File: config.mk
export PLATFORM = sky130hd
export DESIGN_NAME = frame_gen
export DESIGN_NICKNAME = d
export VERILOG_FILES = /design/src/rtl/frame_gen.sv
export SDC_FILE = /design/constraint.sdc
export NUM_CORES = 1
export LEC_CHECK = 0
export ABC_AREA = 1
export BUFFER_PORTS_ARGS = -buffer_cell sky130_fd_sc_hd__buf_2
export CORE_MARGIN = 2
export CORE_UTILIZATION = 40
export DETAILED_ROUTE_END_ITERATION = 8
export GPL_ROUTABILITY_DRIVEN = 1
export HOLD_SLACK_MARGIN = 0.08
export PLACE_DENSITY_LB_ADDON = 0.3
export SLEW_MARGIN = 20
export SYNTH_ARGS = -nofsm -noshare
export SYNTH_HDL_FRONTEND = slang
export SYNTH_SLANG_ARGS = --single-unit
File: constraint.sdc
create_clock -name sclk -period 4.16 [get_ports sclk]
set_input_delay 0.624 -clock sclk [delete_from_list [all_inputs] [get_ports sclk]]
set_output_delay 0.624 -clock sclk [all_outputs]
set_load 0.1 [all_outputs]
File: src/rtl/frame_gen.sv
// ---------------------------------------------------------------------------
// frame_gen
// Initiator-side command frame transmitter for the UART flash-update link.
// Sends 7x 0x55 preamble, 0xD5 SFD, command byte (0xAA write / 0x55 erase),
// three address bytes MSB first and, for writes, len payload bytes fetched
// through a data_req/data_in handshake. Then it waits for the target's ack
// byte on the UART RX stream, with a timeout.
//
// Ports:
//   sclk, rst            clock, asynchronous active-high reset
//   start                one-cycle frame request (accepted only in IDLE)
//   cmd_erase, addr, len frame parameters, latched with start
//   data_req / data_in   payload fetch; data_in valid one cycle after data_req
//   tx_data / tx_flag    byte and strobe to the UART transmitter
//   tx_done              UART transmitter finished shifting the byte out
//   rx_data / rx_flag    byte and strobe from the UART receiver
//   busy, done           transaction in progress / end-of-transaction pulse
//   ack_ok/err/tmo       held status of the last transaction
// ---------------------------------------------------------------------------
module frame_gen #(
   parameter int ACK_TIMEOUT = 2500000,
   parameter int CNT_W       = 32
) (
   input  logic        sclk,
   input  logic        rst,
   input  logic        start,
   input  logic        cmd_erase,
   input  logic [23:0] addr,
   input  logic [15:0] len,
   output logic        data_req,
   input  logic [7:0]  data_in,
   output logic [7:0]  tx_data,
   output logic        tx_flag,
   input  logic        tx_done,
   input  logic [7:0]  rx_data,
   input  logic        rx_flag,
   output logic        busy,
   output logic        done,
   output logic        ack_ok,
   output logic        ack_err,
   output logic        ack_tmo
);

   typedef enum logic [2:0] {
      ST_IDLE,
      ST_PRE,
      ST_SFD,
      ST_CMD,
      ST_ADDR,
      ST_DATA,
      ST_WAIT_ACK
   } state_t;

   localparam logic [7:0]       PRE_BYTE  = 8'h55;
   localparam logic [7:0]       SFD_BYTE  = 8'hD5;
   localparam logic [7:0]       CMD_WRITE = 8'hAA;
   localparam logic [7:0]       CMD_ERASE = 8'h55;
   localparam logic [CNT_W-1:0] TMO_LAST  = CNT_W'(ACK_TIMEOUT - 1);

   state_t           state_q, state_d;
   logic             erase_q, erase_d;
   logic [23:0]      addr_q, addr_d;
   logic [15:0]      lenCnt_q, lenCnt_d;
   logic [2:0]       preCnt_q, preCnt_d;
   logic [1:0]       addrIdx_q, addrIdx_d;
   logic [CNT_W-1:0] tmoCnt_q, tmoCnt_d;
   logic             waitTx_q, waitTx_d;
   logic             txFlag_q, txFlag_d;
   logic [7:0]       txData_q, txData_d;
   logic             dataReq_q, dataReq_d;
   logic             capPhase_q, capPhase_d;
   logic             busy_q, busy_d;
   logic             done_q, done_d;
   logic             ackOk_q, ackOk_d;
   logic             ackErr_q, ackErr_d;
   logic             ackTmo_q, ackTmo_d;

   logic             txFlagNow;
   logic             byteDone;
   logic [7:0]       ackByte;
   logic [CNT_W-1:0] tmoNext;

   // A payload byte is strobed combinationally in its capture cycle (the cycle
   // after data_req) so that payload bytes follow tx_done with only two cycles
   // of latency; every other byte is strobed from txFlag_q.
   assign txFlagNow = txFlag_q | capPhase_q;
   assign byteDone  = waitTx_q & tx_done;
   assign ackByte   = erase_q ? CMD_ERASE : CMD_WRITE;
   assign tmoNext   = tmoCnt_q + CNT_W'(1);

   always_ff @(posedge sclk or posedge rst) begin
      if (rst) begin
         state_q    <= ST_IDLE;
         erase_q    <= 1'b0;
         addr_q     <= '0;
         lenCnt_q   <= '0;
         preCnt_q   <= '0;
         addrIdx_q  <= '0;
         tmoCnt_q   <= '0;
         waitTx_q   <= 1'b0;
         txFlag_q   <= 1'b0;
         txData_q   <= '0;
         dataReq_q  <= 1'b0;
         capPhase_q <= 1'b0;
         busy_q     <= 1'b0;
         done_q     <= 1'b0;
         ackOk_q    <= 1'b0;
         ackErr_q   <= 1'b0;
         ackTmo_q   <= 1'b0;
      end else begin
         state_q    <= state_d;
         erase_q    <= erase_d;
         addr_q     <= addr_d;
         lenCnt_q   <= lenCnt_d;
         preCnt_q   <= preCnt_d;
         addrIdx_q  <= addrIdx_d;
         tmoCnt_q   <= tmoCnt_d;
         waitTx_q   <= waitTx_d;
         txFlag_q   <= txFlag_d;
         txData_q   <= txData_d;
         dataReq_q  <= dataReq_d;
         capPhase_q <= capPhase_d;
         busy_q     <= busy_d;
         done_q     <= done_d;
         ackOk_q    <= ackOk_d;
         ackErr_q   <= ackErr_d;
         ackTmo_q   <= ackTmo_d;
      end
   end

   always_comb begin
      state_d    = state_q;
      erase_d    = erase_q;
      addr_d     = addr_q;
      lenCnt_d   = lenCnt_q;
      preCnt_d   = preCnt_q;
      addrIdx_d  = addrIdx_q;
      tmoCnt_d   = tmoCnt_q;
      waitTx_d   = waitTx_q;
      txFlag_d   = 1'b0;
      txData_d   = txData_q;
      dataReq_d  = 1'b0;
      capPhase_d = 1'b0;
      busy_d     = busy_q;
      done_d     = 1'b0;
      ackOk_d    = ackOk_q;
      ackErr_d   = ackErr_q;
      ackTmo_d   = ackTmo_q;

      // One byte outstanding: armed by the strobe, released by tx_done.
      if (txFlagNow) waitTx_d = 1'b1;
      if (byteDone)  waitTx_d = 1'b0;
      if (capPhase_q) txData_d = data_in;

      case (state_q)
         ST_IDLE: begin
            if (start) begin
               erase_d   = cmd_erase;
               addr_d    = addr;
               lenCnt_d  = len;
               preCnt_d  = '0;
               addrIdx_d = '0;
               tmoCnt_d  = '0;
               ackOk_d   = 1'b0;
               ackErr_d  = 1'b0;
               ackTmo_d  = 1'b0;
               busy_d    = 1'b1;
               txFlag_d  = 1'b1;
               txData_d  = PRE_BYTE;
               state_d   = ST_PRE;
            end
         end
         ST_PRE: begin
            if (byteDone) begin
               txFlag_d = 1'b1;
               if (preCnt_q == 3'd6) begin
                  txData_d = SFD_BYTE;
                  state_d  = ST_SFD;
               end else begin
                  preCnt_d = preCnt_q + 3'd1;
                  txData_d = PRE_BYTE;
               end
            end
         end
         ST_SFD: begin
            if (byteDone) begin
               txFlag_d = 1'b1;
               txData_d = ackByte;
               state_d  = ST_CMD;
            end
         end
         ST_CMD: begin
            if (byteDone) begin
               txFlag_d  = 1'b1;
               txData_d  = addr_q[23:16];
               addrIdx_d = 2'd0;
               state_d   = ST_ADDR;
            end
         end
         ST_ADDR: begin
            if (byteDone) begin
               case (addrIdx_q)
                  2'd0: begin
                     txFlag_d  = 1'b1;
                     txData_d  = addr_q[15:8];
                     addrIdx_d = 2'd1;
                  end
                  2'd1: begin
                     txFlag_d  = 1'b1;
                     txData_d  = addr_q[7:0];
                     addrIdx_d = 2'd2;
                  end
                  default: begin
                     if (!erase_q && (lenCnt_q != 16'd0)) begin
                        dataReq_d = 1'b1;
                        state_d   = ST_DATA;
                     end else begin
                        tmoCnt_d = '0;
                        state_d  = ST_WAIT_ACK;
                     end
                  end
               endcase
            end
         end
         ST_DATA: begin
            capPhase_d = dataReq_q;
            if (byteDone) begin
               lenCnt_d = lenCnt_q - 16'd1;
               if (lenCnt_q == 16'd1) begin
                  tmoCnt_d = '0;
                  state_d  = ST_WAIT_ACK;
               end else begin
                  dataReq_d = 1'b1;
               end
            end
         end
         ST_WAIT_ACK: begin
            // A received byte takes priority over a timeout in the same cycle.
            if (rx_flag) begin
               ackOk_d  = (rx_data == ackByte);
               ackErr_d = (rx_data != ackByte);
               done_d   = 1'b1;
               busy_d   = 1'b0;
               state_d  = ST_IDLE;
            end else if (tmoNext == TMO_LAST) begin
               tmoCnt_d = tmoNext;
               ackTmo_d = 1'b1;
               done_d   = 1'b1;
               busy_d   = 1'b0;
               state_d  = ST_IDLE;
            end else begin
               tmoCnt_d = tmoNext;
            end
         end
         default: state_d = ST_IDLE;
      endcase
   end

   always_comb begin
      tx_flag  = txFlagNow;
      tx_data  = capPhase_q ? data_in : txData_q;
      data_req = dataReq_q;
      busy     = busy_q;
      done     = done_q;
      ack_ok   = ackOk_q;
      ack_err  = ackErr_q;
      ack_tmo  = ackTmo_q;
   end

endmodule

[After elaboration in Yosys (flattened, before gate mapping)]
Index checks and enable logic that the tools add are counted.
Storage, ports and cells
  bits in registers: 98
  latch bits: 0
  RAM bits: 0
  ROM bits: 0
  logic and storage cells: 144
  memories kept: 0
Operators by class
  add/subtract/negate cells: 3
  $mul: 0
  div/mod/pow operators: 0
  $lt $le $gt $ge: 0
  eq/ne operators: 28
  shift operators: 0
  multiplexer cells: 72
  bitwise operators: 2
  reduce and logical (&&, ||, !) cells: 22
Operator list (number)
  $mux 32: 7
  $pmux 32 s4: 1
  $mux 8: 8
  $mux 3: 14
  $pmux 8 s5: 1
  $add 32x1->32 const B: 1
  $eq 32x22->1 const B: 1
  $mux 16: 2
  $pmux 16 s2: 1
  $ne 2x2->1 const B: 14
  $mux 1: 23
  $pmux 3 s7: 1
  $eq 16x1->1 const B: 1
  $pmux 8 s2: 1
  $reduce_bool 16->1: 1
  $sub 16x1->16 const B: 1
  $eq 3x3->1 const B: 4
  $pmux 1 s2: 5
  $reduce_and 10->1: 1
  $reduce_and 3->1: 3
  $eq 8x8->1: 1
  $mux 2: 4
  $ne 8x8->1: 1
  $reduce_and 4->1: 2
  23 further kinds: 28

[Logic depth before layout (Yosys ltp)]
  depth in word-level cells: 6
  gate-level depth with buffers: 16
  depth with buffers taken out: 16

[Worst setup path after synthesis]
No wires, ideal clock.
  kind: register to output
  start: reg capPhase_q
  end: out tx_data[3]
  arrival time: 1.516 ns
  slack: 2.020 ns
  cell stages (with the launch flop): 6
  path buffers: 1
  cell sequence: dfrtp_1 -> clkbuf_1 -> inv_1 -> or2_2 -> o21ai_0 -> inv_1
On the way
  cells in the longest elaborated chain, start to end: 1
RTL lines
  from (decl): RTL line 71  | logic capPhase_q, capPhase_d;
  from (signal assigned): RTL line 122  | capPhase_q <= capPhase_d;
  $mux 8: RTL line 261  | tx_data = capPhase_q ? data_in : txData_q;
  to (decl): RTL line 32  | output logic [7:0] tx_data,
No other way between the ends.

[Worst setup path after layout]
  start: reg state_q[1]
  end: reg lenCnt_q[9]
On the way
  cells in the longest elaborated chain, start to end: 3
RTL lines
  from (decl): RTL line 60  | state_t state_q, state_d;
  from (signal assigned): RTL line 111  | state_q <= state_d;
  $eq 3x3->1 or $logic_not 3->1 (tied branches): RTL line 155  | case (state_q)
  $ne 2x2->1 (no line) or $reduce_bool 2->1 (tied branches)
  $reduce_and 3->1 (no line)
  to (signal assigned): RTL line 114  | lenCnt_q <= lenCnt_d;
  to (decl): RTL line 63  | logic [15:0] lenCnt_q, lenCnt_d;
Several ways; a longest one is shown, not always the timed one.
A chain may end at the register's enable or synchronous reset.

==> flow_metrics.env <==
export IMPL_status="finished, final reports clean"
export IMPL_drt_total_wl_mm=15.42
export IMPL_synth_edf_count=0
export IMPL_critPathKind="reg2reg"
export IMPL_hpwl_mm=11.51
export IMPL_finalSetupViolations=0
export IMPL_tightest_slew_ns=0.9839
export IMPL_area_delta_synth_final_pct=14.50
export IMPL_fin_util_pct=47.08
export IMPL_async_flop_share_pct=100.0
export IMPL_cap_violations=0
export IMPL_grt_pass1_vias=5353
export IMPL_cts_tree="yes"
export IMPL_die_area_mm2=0.01599
export IMPL_num_vias=5708
export IMPL_start_kind="register"
export IMPL_worst_path_stages=10
export IMPL_clock_sinks=98
export IMPL_post_route_cells_drive_above_1_share_pct=14.42
export IMPL_post_dp_cell_area_mm2=0.006566
export IMPL_cts_hold_buf=0
export IMPL_syn_instance_count=864
export IMPL_yosysTopAreaCell="dfrtp_1"
export IMPL_syn_area_mm2=0.005998
export IMPL_synth_seq_cells=98
export IMPL_grt_pass1_wl_mm=25.99
export IMPL_post_synth_top_area_fraction_pct=40.88
export IMPL_syn_avg_cell_area_um2=6.942
export IMPL_rows=44
export IMPL_antenna_cells=0
export IMPL_core_mm2=0.01459
export IMPL_clock_tree_htree_level_count=3
export IMPL_netlist_cell_type_count=39
export IMPL_arrival_ns=2.90
export IMPL_yosys_top_cells_area="dfrtp_1 (41%), nand2_1 (18%), inv_1 (6.4%)"
export IMPL_cp_end_kind="register"
export IMPL_cp_max_fo=37
export IMPL_grt_usage_pct=19.94
export IMPL_die_y_um=126.5
export IMPL_r2r_slack_ns=1.51
export IMPL_grt_antenna_before_repair=0
export IMPL_clk_latency_ns=0.37
export IMPL_finClkSkew_ns=0.01179
export IMPL_synth_nets=933
export IMPL_clockBufferDepth=2
export IMPL_holdWs_ns=0.2073
export IMPL_gp_congestion=0.8891
export IMPL_post_cts_buffers=0
export IMPL_io_pin_count=77
export IMPL_grt_ovfl_total=0
export IMPL_detail_route_iter0_violations=449
export IMPL_fin_setup_tns_ns=0
export IMPL_report_final_slew_viol_count=0
export IMPL_vias_per_cell=5.065
export IMPL_yosys_warnings=0
export IMPL_rsz0062_at_grt="no"
export IMPL_final_cell_mix="nand2_1 (288), inv_1 (101), dfrtp_1 (98), nor2_1 (89)"
export IMPL_max_slew_margin_pct=34.17
export IMPL_power_density_mw_per_mm2=579.8
export IMPL_power_leakage_nw=3.276
export IMPL_path_clk_slew_ns=0.08
export IMPL_cp_cell_sequence="nor2_4 -> inv_2 -> nor2_2 -> nand2_1 -> inv_2 -> buf_4 -> a21oi_1 -> inv_1 -> o21ai_0 -> a32o_1"
export IMPL_ant_nets=0
export IMPL_cp_data_required_time_ns=4.41
export IMPL_reg2regPathDepth=10
export IMPL_layout_nets=1007
export IMPL_drcViolationCount=0
export IMPL_start_util_pct=41.11
export IMPL_cts_buffers=9
export IMPL_hold_viol_final=0
export IMPL_cp_common_cell="inv_2"
export IMPL_final_area_mm2=0.006868
export IMPL_seq_area_frac_synth_pct=40.88
export IMPL_cp_buffers_inverters=4
export IMPL_max_stage_delay_ns=0.61
export IMPL_hold_class="in2async"
export IMPL_slowest_stage="inv_1"
export IMPL_period_share_pct=63.67
export IMPL_critPathTopFamily="buffers and inverters"
export IMPL_synthFlopType="dfrtp_1"
export IMPL_final_common_cell="nand2_1"
export IMPL_p_total_mw=3.982
export IMPL_firstDrtPassIters=5
export IMPL_io_buffers=76
export IMPL_wl_per_cell_um=13.69
export IMPL_fp_dieW_um=126.5
export IMPL_max_freq_mhz=377.5
export IMPL_fin_crit_ns=2.649
export IMPL_cts_root_buf="clkbuf_16"
export IMPL_grt_max_degree=41
export IMPL_cts_resized=0
export IMPL_ir_worst_vdd_mv=0.2350
synthesized netlist by cell type, types with 2 or more instances:
master	instances
nand2_1	288
inv_1	102
dfrtp_1	98
nor2_1	89
o21ai_0	76
nand3_1	46
a21oi_1	24
o22ai_1	16
clkbuf_1	14
nor3_1	11
nand4_1	8
xor2_1	8
ha_1	7
nor2_4	7
a22oi_1	6
nand2_2	6
nor2_2	6
o31ai_1	6
o221ai_1	5
or2_2	5
inv_2	4
a221oi_1	3
buf_2	3
nor3_2	3
nor4_1	3
o21ai_1	3
buf_6	2
nand3_2	2
nand3b_1	2
o211ai_1	2
cell type report:
cell class,instances,area (um^2)
repair buffers,83,432.9
clock inverters,7,76.32
well taps,184,230.2
multi-input cells,640,3050
fillers,1474,7721
inverters,106,400.4
clock buffers,9,225.2
flip-flops and latches,98,2452
power by group:
group / internal (mW) / switching (mW) / total (mW)
logic: 0.457 / 1.24 / 1.69
clock network: 0.428 / 0.433 / 0.862
registers: 1.23 / 0.200 / 1.43
worst paths after layout:
| check | from | endpoint |
|---|---|---|
| worst min register to register | addr_q[11] | addr_q[11] |
| worst min-delay path | rst | tmoCnt_q[31] |
| worst max register to register | state_q[1] | lenCnt_q[9] |
| worst max-delay path | state_q[1] | lenCnt_q[9] |
| max in group asynchronous | rst | addr_q[14] |
| min in group sclk | addr[19] | addr_q[19] |
registers in the layout, indices dropped and copies added, names as in the netlist, 2 cells and up:
signal     cells
addrIdx_q      2
addr_q        24
lenCnt_q      16
preCnt_q       3
state_q        3
tmoCnt_q      32
txData_q       8
per-stage QoR:
step                      instances  setup slack [ns]
final                          1127             1.511
after global routing           1127             1.167
after CTS                      1127             1.499
after detailed placement       1111             1.433
after global placement         1111             1.528
after floorplan                 864            0.9739
layer usage:
metal / global-route usage, % / vias up / wire length (um) / part of all wire, %
met3: 4.091 / 15 / 606 / 3.9
li1: - / 2951 / - / -
met2: 33.00 / 118 / 7415 / 48
met1: 26.81 / 2624 / 7207 / 47
met5: 0 / - / 0 / 0
met4: 5.042 / 0 / 193 / 1.3
cells by family (layout without fill, tap and decap cells):
family                     after synthesis  after routing  share of synthesized area [%]
AOI/OAI and AO/OA                      146            146                          14.00
xor gates and xnor gates                 8              8                          1.168
adders and majority gates                7              7                          1.460
buffers and inverters                  126            205                          8.260
DFF                                     98             98                          40.88
and+or+nand+nor                        479            479                          34.23
Note: power is estimated with default switching activity, not from simulation.
